File: config.mk
export PLATFORM = sky130hd
export DESIGN_NAME = cartoon_pipe
export DESIGN_NICKNAME = d
export VERILOG_FILES = /design/src/rtl/cartoon_pkg.sv /design/src/rtl/cartoon_pipe_posterize_ch.sv /design/src/rtl/cartoon_pipe.sv
export SDC_FILE = /design/constraint.sdc
export NUM_CORES = 1
export LEC_CHECK = 0
export ABC_AREA = 1
export BUFFER_PORTS_ARGS = -buffer_cell sky130_fd_sc_hd__buf_4
export CAP_MARGIN = 20
export CORE_MARGIN = 2
export CORE_UTILIZATION = 50
export DETAILED_ROUTE_END_ITERATION = 7
export GPL_TIMING_DRIVEN = 0
export PLACE_DENSITY_LB_ADDON = 0.2
export REMOVE_ABC_BUFFERS = 1
export SYNTH_ARGS = -nofsm -noshare
export SYNTH_HDL_FRONTEND = slang
export SYNTH_SLANG_ARGS = --single-unit
File: constraint.sdc
create_clock -name clk -period 1.8 [get_ports clk]
set_input_delay 0 -clock clk [delete_from_list [all_inputs] [get_ports clk]]
set_output_delay 0 -clock clk [all_outputs]
set_load 0.01 [all_outputs]
File: src/rtl/cartoon_pkg.sv
// Shared definitions for the cartoon pipeline.
//   mode_e    : effect select carried through the pipe
//   WHITE_MAX : all-ones source for the edge-map background colour
package cartoon_pkg;

    typedef enum logic [1:0] {
        MODE_BYPASS  = 2'd0,
        MODE_CLASSIC = 2'd1,
        MODE_POSTER  = 2'd2,
        MODE_EDGEMAP = 2'd3
    } mode_e;

    localparam int MAX_DW = 32;
    localparam logic [MAX_DW-1:0] WHITE_MAX = '1;

endpackage

File: src/rtl/cartoon_pipe_posterize_ch.sv
// Combinational posterize of one colour channel.
//   x : channel value in
//   y : top QB bits of x replicated downward to fill DW bits
// QB == DW degenerates to a straight copy.
module posterize_ch #(
    parameter int DW = 8,
    parameter int QB = 3
) (
    input  logic [DW-1:0] x,
    output logic [DW-1:0] y
);

    // Bit i takes the kept bit at the same position modulo QB, counted from the MSB.
    for (genvar i = 0; i < DW; i++) begin : g_bit
        assign y[i] = x[DW-1 - ((DW-1-i) % QB)];
    end

endmodule

File: src/rtl/cartoon_pipe.sv
// Two-stage cartoon effect pipeline.
//   clk, rst            : pixel clock, synchronous active-high reset
//   en, mode            : effect enable (per pixel) and effect mode (shadowed)
//   edge_thresh         : edge when cartoon_edge > threshold (shadowed)
//   edge_color          : {R,G,B} painted on edge pixels (shadowed)
//   in_valid, in_sof    : input qualifier / first pixel of frame
//   r, g, b             : camera pixel
//   cartoon_edge/_blur  : edge magnitude and blurred pixel
//   pass_in/pass_thru   : sideband, delayed with the pixel
//   out_valid, out_sof  : output qualifiers, 2 cycles after input
//   outR, outG, outB    : result pixel
//   edge_count          : saturating edge-pixel count of last completed frame
module cartoon_pipe
    import cartoon_pkg::*;
#(
    parameter int DW = 8,
    parameter int EW = 8,
    parameter int QB = 3,
    parameter int PW = 24,
    parameter int CW = 20
) (
    input  logic            clk,
    input  logic            rst,
    input  logic            en,
    input  logic [1:0]      mode,
    input  logic [EW-1:0]   edge_thresh,
    input  logic [3*DW-1:0] edge_color,
    input  logic            in_valid,
    input  logic            in_sof,
    input  logic [DW-1:0]   r,
    input  logic [DW-1:0]   g,
    input  logic [DW-1:0]   b,
    input  logic [EW-1:0]   cartoon_edge,
    input  logic [3*DW-1:0] cartoon_blur,
    input  logic [PW-1:0]   pass_in,
    output logic            out_valid,
    output logic            out_sof,
    output logic [DW-1:0]   outR,
    output logic [DW-1:0]   outG,
    output logic [DW-1:0]   outB,
    output logic [PW-1:0]   pass_thru,
    output logic [CW-1:0]   edge_count
);

    localparam int STAGES = 2;
    localparam logic [DW-1:0] WHITE = WHITE_MAX[DW-1:0];

    // Frame-start shadow of the configuration
    mode_e          sh_mode;
    logic [EW-1:0]  sh_thresh;
    logic [3*DW-1:0] sh_color;

    logic           load;
    mode_e          eff_mode;
    logic [EW-1:0]  eff_thresh;
    logic [3*DW-1:0] eff_color;

    // The sof pixel itself already runs with the freshly loaded settings.
    assign load = in_valid && in_sof;

    always_comb begin
        eff_mode   = sh_mode;
        eff_thresh = sh_thresh;
        eff_color  = sh_color;
        if (load) begin
            eff_mode   = mode_e'(mode);
            eff_thresh = edge_thresh;
            eff_color  = edge_color;
        end
    end

    // Posterize, one instance per channel ([2]=R, [1]=G, [0]=B)
    logic [2:0][DW-1:0] blur_ch, post_ch;
    assign blur_ch = cartoon_blur;

    for (genvar ch = 0; ch < 3; ch++) begin : g_post
        posterize_ch #(.DW(DW), .QB(QB)) u_post (
            .x (blur_ch[ch]),
            .y (post_ch[ch])
        );
    end

    // Stage 1 registers
    logic [STAGES:1] vld_pipe, sof_pipe;
    logic            s1_en, s1_edge;
    mode_e           s1_mode;
    logic [3*DW-1:0] s1_color, s1_pix, s1_blur, s1_post;
    logic [PW-1:0]   s1_pass;

    // Stage 2 registers
    logic [3*DW-1:0] out_rgb;
    logic [3*DW-1:0] sel;

    always_comb begin
        sel = s1_pix;
        if (s1_en) begin
            case (s1_mode)
                MODE_CLASSIC: sel = s1_edge ? s1_color : s1_blur;
                MODE_POSTER:  sel = s1_edge ? s1_color : s1_post;
                MODE_EDGEMAP: sel = s1_edge ? s1_color : {3{WHITE}};
                default:      sel = s1_pix;
            endcase
        end
    end

    always_ff @(posedge clk) begin
        if (rst) begin
            sh_mode   <= MODE_BYPASS;
            sh_thresh <= '0;
            sh_color  <= '0;
            vld_pipe  <= '0;
            sof_pipe  <= '0;
            s1_en     <= 1'b0;
            s1_edge   <= 1'b0;
            s1_mode   <= MODE_BYPASS;
            s1_color  <= '0;
            s1_pix    <= '0;
            s1_blur   <= '0;
            s1_post   <= '0;
            s1_pass   <= '0;
            out_rgb   <= '0;
            pass_thru <= '0;
        end else begin
            if (load) begin
                sh_mode   <= eff_mode;
                sh_thresh <= eff_thresh;
                sh_color  <= eff_color;
            end
            vld_pipe  <= {vld_pipe[1], in_valid};
            sof_pipe  <= {sof_pipe[1], in_valid && in_sof};
            s1_en     <= en;
            s1_edge   <= cartoon_edge > eff_thresh;
            s1_mode   <= eff_mode;
            s1_color  <= eff_color;
            s1_pix    <= {r, g, b};
            s1_blur   <= cartoon_blur;
            s1_post   <= post_ch;
            s1_pass   <= pass_in;
            out_rgb   <= sel;
            pass_thru <= s1_pass;
        end
    end

    assign out_valid = vld_pipe[2];
    assign out_sof   = sof_pipe[2];
    assign outR      = out_rgb[3*DW-1 -: DW];
    assign outG      = out_rgb[2*DW-1 -: DW];
    assign outB      = out_rgb[DW-1:0];

    // Edge counter runs off stage 1 so edge_count moves together with out_sof.
    // Edges are counted regardless of en or mode.
    logic [CW-1:0] run_cnt;

    always_ff @(posedge clk) begin
        if (rst) begin
            run_cnt    <= '0;
            edge_count <= '0;
        end else if (vld_pipe[1] && sof_pipe[1]) begin
            edge_count <= run_cnt;
            run_cnt    <= s1_edge ? CW'(1) : '0;
        end else if (vld_pipe[1] && s1_edge && (run_cnt != '1)) begin
            run_cnt <= run_cnt + CW'(1);
        end
    end

endmodule

==> results of run 1 <==
[kinds of logic (layout without fill, tap and decap cells)]
logic type / after synthesis / in the layout / synth area share [%]
other: 0 / 1 / 0
and+or+nand+nor: 359 / 360 / 18.4
adders and majority gates: 9 / 9 / 1.41
muxes: 7 / 7 / 0.878
DFF: 226 / 226 / 56.7
xor gates and xnor gates: 1 / 1 / 0.110
buffers and inverters: 186 / 529 / 9.46
AOI/OAI and AO/OA: 192 / 192 / 13.0
[registers in the layout (all words and copies together), names as in the netlist]
signal / cells
s1_mode: 2
sh_mode: 2
edge_count: 20
run_cnt: 20
sh_thresh: 8
s1_pass: 24
sof_pipe: 2
s1_post: 1
pass_thru: 24
s1_blur: 23
sh_color: 24
out_rgb: 24
s1_edge: 1
s1_en: 1
s1_color: 24
vld_pipe: 2
s1_pix: 24
[metal layers]
layer / up-vias / wire [um] / part of all wire [%]
met4: 0 / 752 / 3.2
met2: 284 / 12200 / 51
met5: - / 0 / 0
met3: 72 / 1440 / 6.1
met1: 3489 / 9310 / 39
li1: 3716 / - / -
[worst max path at each step]
| stage | from | to | slack [ns] | depth (start not counted) |
|---|---|---|---|---|
| floorplan | in_valid | s1_edge | -0.28 | 11 |
| global placement | in_valid | s1_edge | -1.51 | 12 |
| detailed placement | in_valid | s1_edge | -1.55 | 12 |
| CTS | vld_pipe[1] | run_cnt[2] | 0.03 | 5 |
| global route | s1_mode[0] | out_rgb[19] | -0.04 | 6 |
| finish | s1_edge | out_rgb[19] | 0.06 | 6 |
[final cells by class]
class | count | area (um^2)
Fill cell | 1042 | 3760
Multi-Input combinational cell | 569 | 2770
Clock inverter | 9 | 136
Sequential cell | 226 | 4530
Antenna cell | 1 | 2.50
Timing Repair Buffer | 340 | 2970
Clock buffer | 34 | 698
Timing Repair inverter | 3 | 22.5
Inverter | 143 | 557
Tap cell | 216 | 270
[what timing repair did]
action / 4_1_cts / 5_1_grt
buffers inserted: 2 / 3
gates cloned: 2 / 2
endpoints found under the setup margin: 111 / 96
pin swaps: 0 / 2
resized for setup: 16 / 13
hold endpoints to repair: 135 / 0
hold buffers: 145 / 0
[critical path, delay by kind of cell, from the launching register on]
| family | cells | cell delay [ns] |
|---|---|---|
| flops | 1 | 0.59 |
| simple gates | 2 | 0.43 |
| compound gates | 3 | 0.42 |
| buf+inv | 1 | 0.18 |
[placed cells by master (no fill, tap or decap), drive strengths merged]
cell and count:
nand3b 3, bufinv 3, nand3 23, ha 9, a211oi 1, inv 140, nor3 1, nor2 226
mux2i 7, nand4 3, dlygate4sd3 145, clkbuf 34, diode 1, nand2 102, or2 2, clkinv 5
o221ai 9, clkinvlp 7, dfxtp 226, xor2 1, buf 195, a21oi 65, o21ai 117
[per-stage QoR]
step                hold WS [ns]  power (uW)  setup TNS [ns]  util [%]  std cells
finish                   -0.0202       11700               0      76.0       1541
global route             0.00621       12100          -0.194      76.0       1540
CTS                      0.00163       11700               0      75.6       1535
detailed placement         0.205        6330          -59.37      60.4       1343
global placement           0.199        6290          -94.52      60.1       1341
floorplan                 0.0624        5840          -0.278         -        937
[where the power goes]
| part | internal (uW) | switching, uW | total, uW | leakage [uW] |
|---|---|---|---|---|
| registers | 5250 | 107 | 5360 | 0.00186 |
| logic | 627 | 589 | 1220 | 0.00329 |
| clock network | 3130 | 1980 | 5110 | 0.000405 |
| total | 9010 | 2670 | 11700 | 0.00556 |
==> flow_metrics.py, run 1 <==
metrics = {
    "status": {
        "run_status": "complete, but fails checks",
        "failed_checks": "hold timing",
    },
    "floorplan": {
        "num_rows": 46,
        "die_area_um2": 17000,
        "dieWidth_um": 130,
        "die_y_um": 130,
        "fp.coreArea_um2": 15700,
        "io_pins": 189,
        "initial_core_util_pct": 50.8,
    },
    "synth": {
        "synth_common_cells": "dfxtp_1 (226), nor2_1 (223), inv_1 (137), o21ai_0 (103), nand2_1 (94)",
        "synth.avg_cell_area_um2": 8.14,
        "seq_area_frac_synth_pct": 56.7,
        "syn_inst": 980,
        "synthArstFlopShare_pct": 0,
        "synth-edff-count": 0,
        "synth_top_area_share_pct": 56.7,
        "yosys.cell_types.count": 32,
        "synth.most_common_cell": "dfxtp_1",
        "synthTopCellsByArea": "dfxtp_1 (57%), nor2_1 (10%), o21ai_0 (6.5%)",
        "yosysWarningCount": 0,
        "syn_area_um2": 7980,
        "synth_top_cell_by_area": "dfxtp_1",
        "synth_seq_cells": 226,
        "synthFlopType": "dfxtp_1",
    },
    "clocking": {
        "cts_buffers": 24,
        "cts-root-buf": "clkbuf_16",
        "cts_tree": "built",
        "htreeDepth": 1,
        "cts.path.max_buffers": 3,
        "clock-sinks": 226,
        "clkLatencyLatePin_ns": 0.51,
        "clkTransAtPathRegs_ns": 0.06,
    },
    "placement": {
        "placed_area_um2": 9500,
        "hpwl_um": 12000,
        "place_ws_ns": -1.55,
        "place_congestion": 0.839,
        "port-buffer-count": 188,
    },
    "final_layout": {
        "finalInstanceArea_um2": 11900,
        "nNetsFinal": 1435,
        "drive_gt1_share_pct": 21.1,
        "area_delta_synth_final_pct": 49.8,
    },
    "critical_path": {
        "setup.worst_path.class": "register to register",
        "critPathMaxFanout": 26,
        "end_kind": "register",
        "crit_path_top_delay_cell": "dfxtp_2",
        "critPathLaunchType": "register",
        "reg2reg_slack_ns": 0.06,
        "reg2regPathDepth": 6,
        "crit_path_max_incr_delay_ns": 0.59,
        "rr_endpoint": "out_rgb[19]",
        "worstPathCellList": "inv_6, nand2_2, o21ai_1, nand2_1, o21ai_0, a21oi_1",
        "crit_arrival_ns": 2.17,
        "r2r_start": "s1_edge",
        "critPathRequiredTime_ns": 2.22,
    },
    "global_route": {
        "grt_use_met2_pct": 49.3,
        "grt_first_pass_wirelength_um": 36300,
        "grt.busiest_layer": "met2",
        "gr-total-overflow": 0,
        "antenna_found_initial": 0,
        "use_met3_pct": 5.99,
        "grt_pass1_vias": 7597,
        "gr-usage-met1_pct": 31.0,
        "grt_max_degree": 74,
        "grtUsageTotal_pct": 27.1,
    },
    "detailed_routing": {
        "drt_iter0_drc": 535,
        "ant_nets": 0,
        "avgRoutedWirePerCell_um": 15.4,
        "wl_um": 23700,
        "drcViolationCount": 0,
        "vias": 7561,
        "viasPerCell": 4.91,
        "drt_pass1_iterations": 5,
    },
    "hold_path": {
        "min_path_type": "input pin to register",
        "hold_end": "sof_pipe[1]",
        "whs_path_depth": 3,
        "hp-start": "in_sof",
    },
    "timing": {
        "skew_ns": 0.0128,
        "rsz0062_at_grt": "true",
        "hold_viol_final": 1,
        "tightestPinTransition_ns": 0.626,
        "period_minus_slack_ns": 1.74,
        "fin_crit_sh_pct": 96.7,
        "worst_slack_ns": 0.0596,
        "fmax_mhz": 575,
        "drv_slew": 0,
        "final-setup-viol-count": 0,
        "max_slew_margin_pct": 58.3,
        "holdWs_ns": -0.0202,
    },
    "power": {
        "cellLeakagePower_uw": 0.00556,
        "ir_worst_vdd_uv": 921,
        "power_per_cell_area_nw_per_um2": 978,
    },
    "job": {
        "drv_cap": 0,
    },
}
No activity file was read; power rests on OpenSTA's default activity.
==> run 2: changes to the inputs <==
SETUP_SLACK_MARGIN = 0.4   (was not set)
==> flow_metrics.py, run 2 (same netlist as run 1, synthesis figures left out) <==
metrics = {
    "critical_path": {
        "critPathRequiredTime_ns": 2.23,
        "worstPathCellList": "ha_4, nand3_4, nor2_4, nand3_4, nand2_8, buf_6, nand3_2, a21oi_2",
        "crit_top_cell": "nand3_4",
        "critPathMaxFanout": 6,
        "end_kind": "register",
        "setup.worst_path.class": "register to register",
        "crit_buf_inv": 1,
        "crit_path_max_incr_delay_ns": 0.37,
        "critPathLaunchType": "register",
        "crit_arrival_ns": 1.90,
        "crit_path_top_delay_cell": "dfxtp_4",
        "crit_family": "simple AND/OR/NAND/NOR gates",
    },
    "global_route": {
        "grt_first_pass_wirelength_um": 37300,
        "grt_max_degree": 75,
        "grtUsageTotal_pct": 27.9,
        "antenna_found_initial": 0,
        "grt_pass1_vias": 7743,
        "gr-total-overflow": 0,
    },
    "floorplan": {
        "fp.coreArea_um2": 15700,
        "die_area_um2": 17000,
        "die_y_um": 130,
        "dieWidth_um": 130,
        "io_pins": 189,
        "initial_core_util_pct": 50.8,
        "num_rows": 46,
    },
    "job": {
        "drv_cap": 0,
    },
    "detailed_routing": {
        "avgRoutedWirePerCell_um": 15.7,
        "vias": 7776,
        "drt_pass1_iterations": 5,
        "drt_iter0_drc": 469,
        "viasPerCell": 4.97,
        "drcViolationCount": 0,
        "wl_um": 24500,
        "ant_nets": 0,
    },
    "placement": {
        "port-buffer-count": 188,
        "place_congestion": 0.839,
        "hpwl_um": 12000,
    },
    "power": {
        "total_power_uw": 11800,
        "ir_worst_vdd_uv": 926,
        "cellLeakagePower_uw": 0.00573,
        "power_per_cell_area_nw_per_um2": 946,
    },
    "final_layout": {
        "nNetsFinal": 1459,
        "layout_commonest_cell": "nor2_1",
        "drive_gt1_share_pct": 26.7,
        "mostFrequentLayoutCells": "nor2_1 (215), buf_4 (209), dfxtp_1 (205)",
        "area_delta_synth_final_pct": 56.2,
    },
    "timing": {
        "fmax_mhz": 679,
        "skew_ns": 0.0119,
        "holdWs_ns": -0.0268,
        "drv_slew": 0,
        "fin_crit_sh_pct": 81.8,
        "max_slew_margin_pct": 58.8,
        "rsz0062_at_grt": "true",
        "tightestPinTransition_ns": 0.618,
        "period_minus_slack_ns": 1.47,
        "hold_viol_final": 1,
        "final-setup-viol-count": 0,
        "fin_setup_tns_ns": 0,
    },
    "status": {
        "failed_checks": "hold timing",
        "run_status": "complete, but fails checks",
    },
    "clocking": {
        "clkTransAtPathRegs_ns": 0.06,
        "clock-sinks": 226,
        "cts-root-buf": "clkbuf_16",
        "cts_buffers": 24,
        "htreeDepth": 1,
        "cts_tree": "built",
        "cts.path.max_buffers": 3,
        "clkLatencyLatePin_ns": 0.51,
    },
    "hold_path": {
        "min_path_type": "input pin to register",
    },
}
[run 2: what timing repair did]
| action | in CTS | in global routing |
|---|---|---|
| hold endpoints to repair | 135 | 0 |
| resized for setup | 72 | 55 |
| setup buffers | 17 | 9 |
| cloned | 6 | 0 |
| hold buffers | 146 | 0 |
| setup endpoints to repair | 118 | 97 |
| pin swaps | 15 | 15 |
[run 2: final cells by class]
class,count,area [um^2]
Sequential cell,226,4560
Multi-Input combinational cell,571,3020
Tap cell,216,270
Timing Repair Buffer,362,3170
Antenna cell,1,2.50
Fill cell,943,3250
Inverter,143,576
Timing Repair inverter,3,22.5
Clock inverter,9,136
Clock buffer,34,698
[run 2: metrics by stage]
step / area [um^2] / cells / worst slack [ns] / util (%)
final: 12500 / 1565 / 0.327 / 79.3
after global routing: 12500 / 1564 / 0.242 / 79.3
after CTS: 12200 / 1555 / 0.198 / 77.7
after global placement: 9440 / 1341 / -1.51 / 60.1
after floorplan: 7760 / 937 / -0.278 / -
after detailed placement: 9500 / 1343 / -1.55 / 60.4
[run 2: metal layers]
layer  GRT usage, %  vias up  part of all wire (%)
met4           11.6        0                   3.4
met5              0        -                     0
met2           49.6      339                    51
met3           7.30       82                   7.5
met1           31.7     3586                    38
li1               -     3769                     -
[run 2: where the power goes]
| part | internal [uW] | switching, uW |
|---|---|---|
| combinational | 685 | 643 |
| clock | 3130 | 1970 |
| sequential | 5250 | 100 |
| total | 9070 | 2720 |
[run 2: final timing paths]
| path | startpoint | to | slack [ns] | depth (start not counted) |
|---|---|---|---|---|
| worst max register to register | run_cnt[1] | run_cnt[9] | 0.33 | 8 |
| worst max-delay path | run_cnt[1] | run_cnt[9] | 0.33 | 8 |
| worst min register to register | s1_pass[5] | pass_thru[5] | 0.40 | 2 |
| worst min-delay path | in_sof | sof_pipe[1] | -0.03 | 3 |
[run 2: worst register-to-register path, delay by kind of cell (launching register included)]
family / cells / cell delay [ns]
buffers and inverters: 1 / 0.14
flip-flops: 1 / 0.37
adder cells (fa/ha/maj): 1 / 0.16
AO/OA/AOI/OAI: 1 / 0.12
AND/OR/NAND/NOR: 5 / 0.62
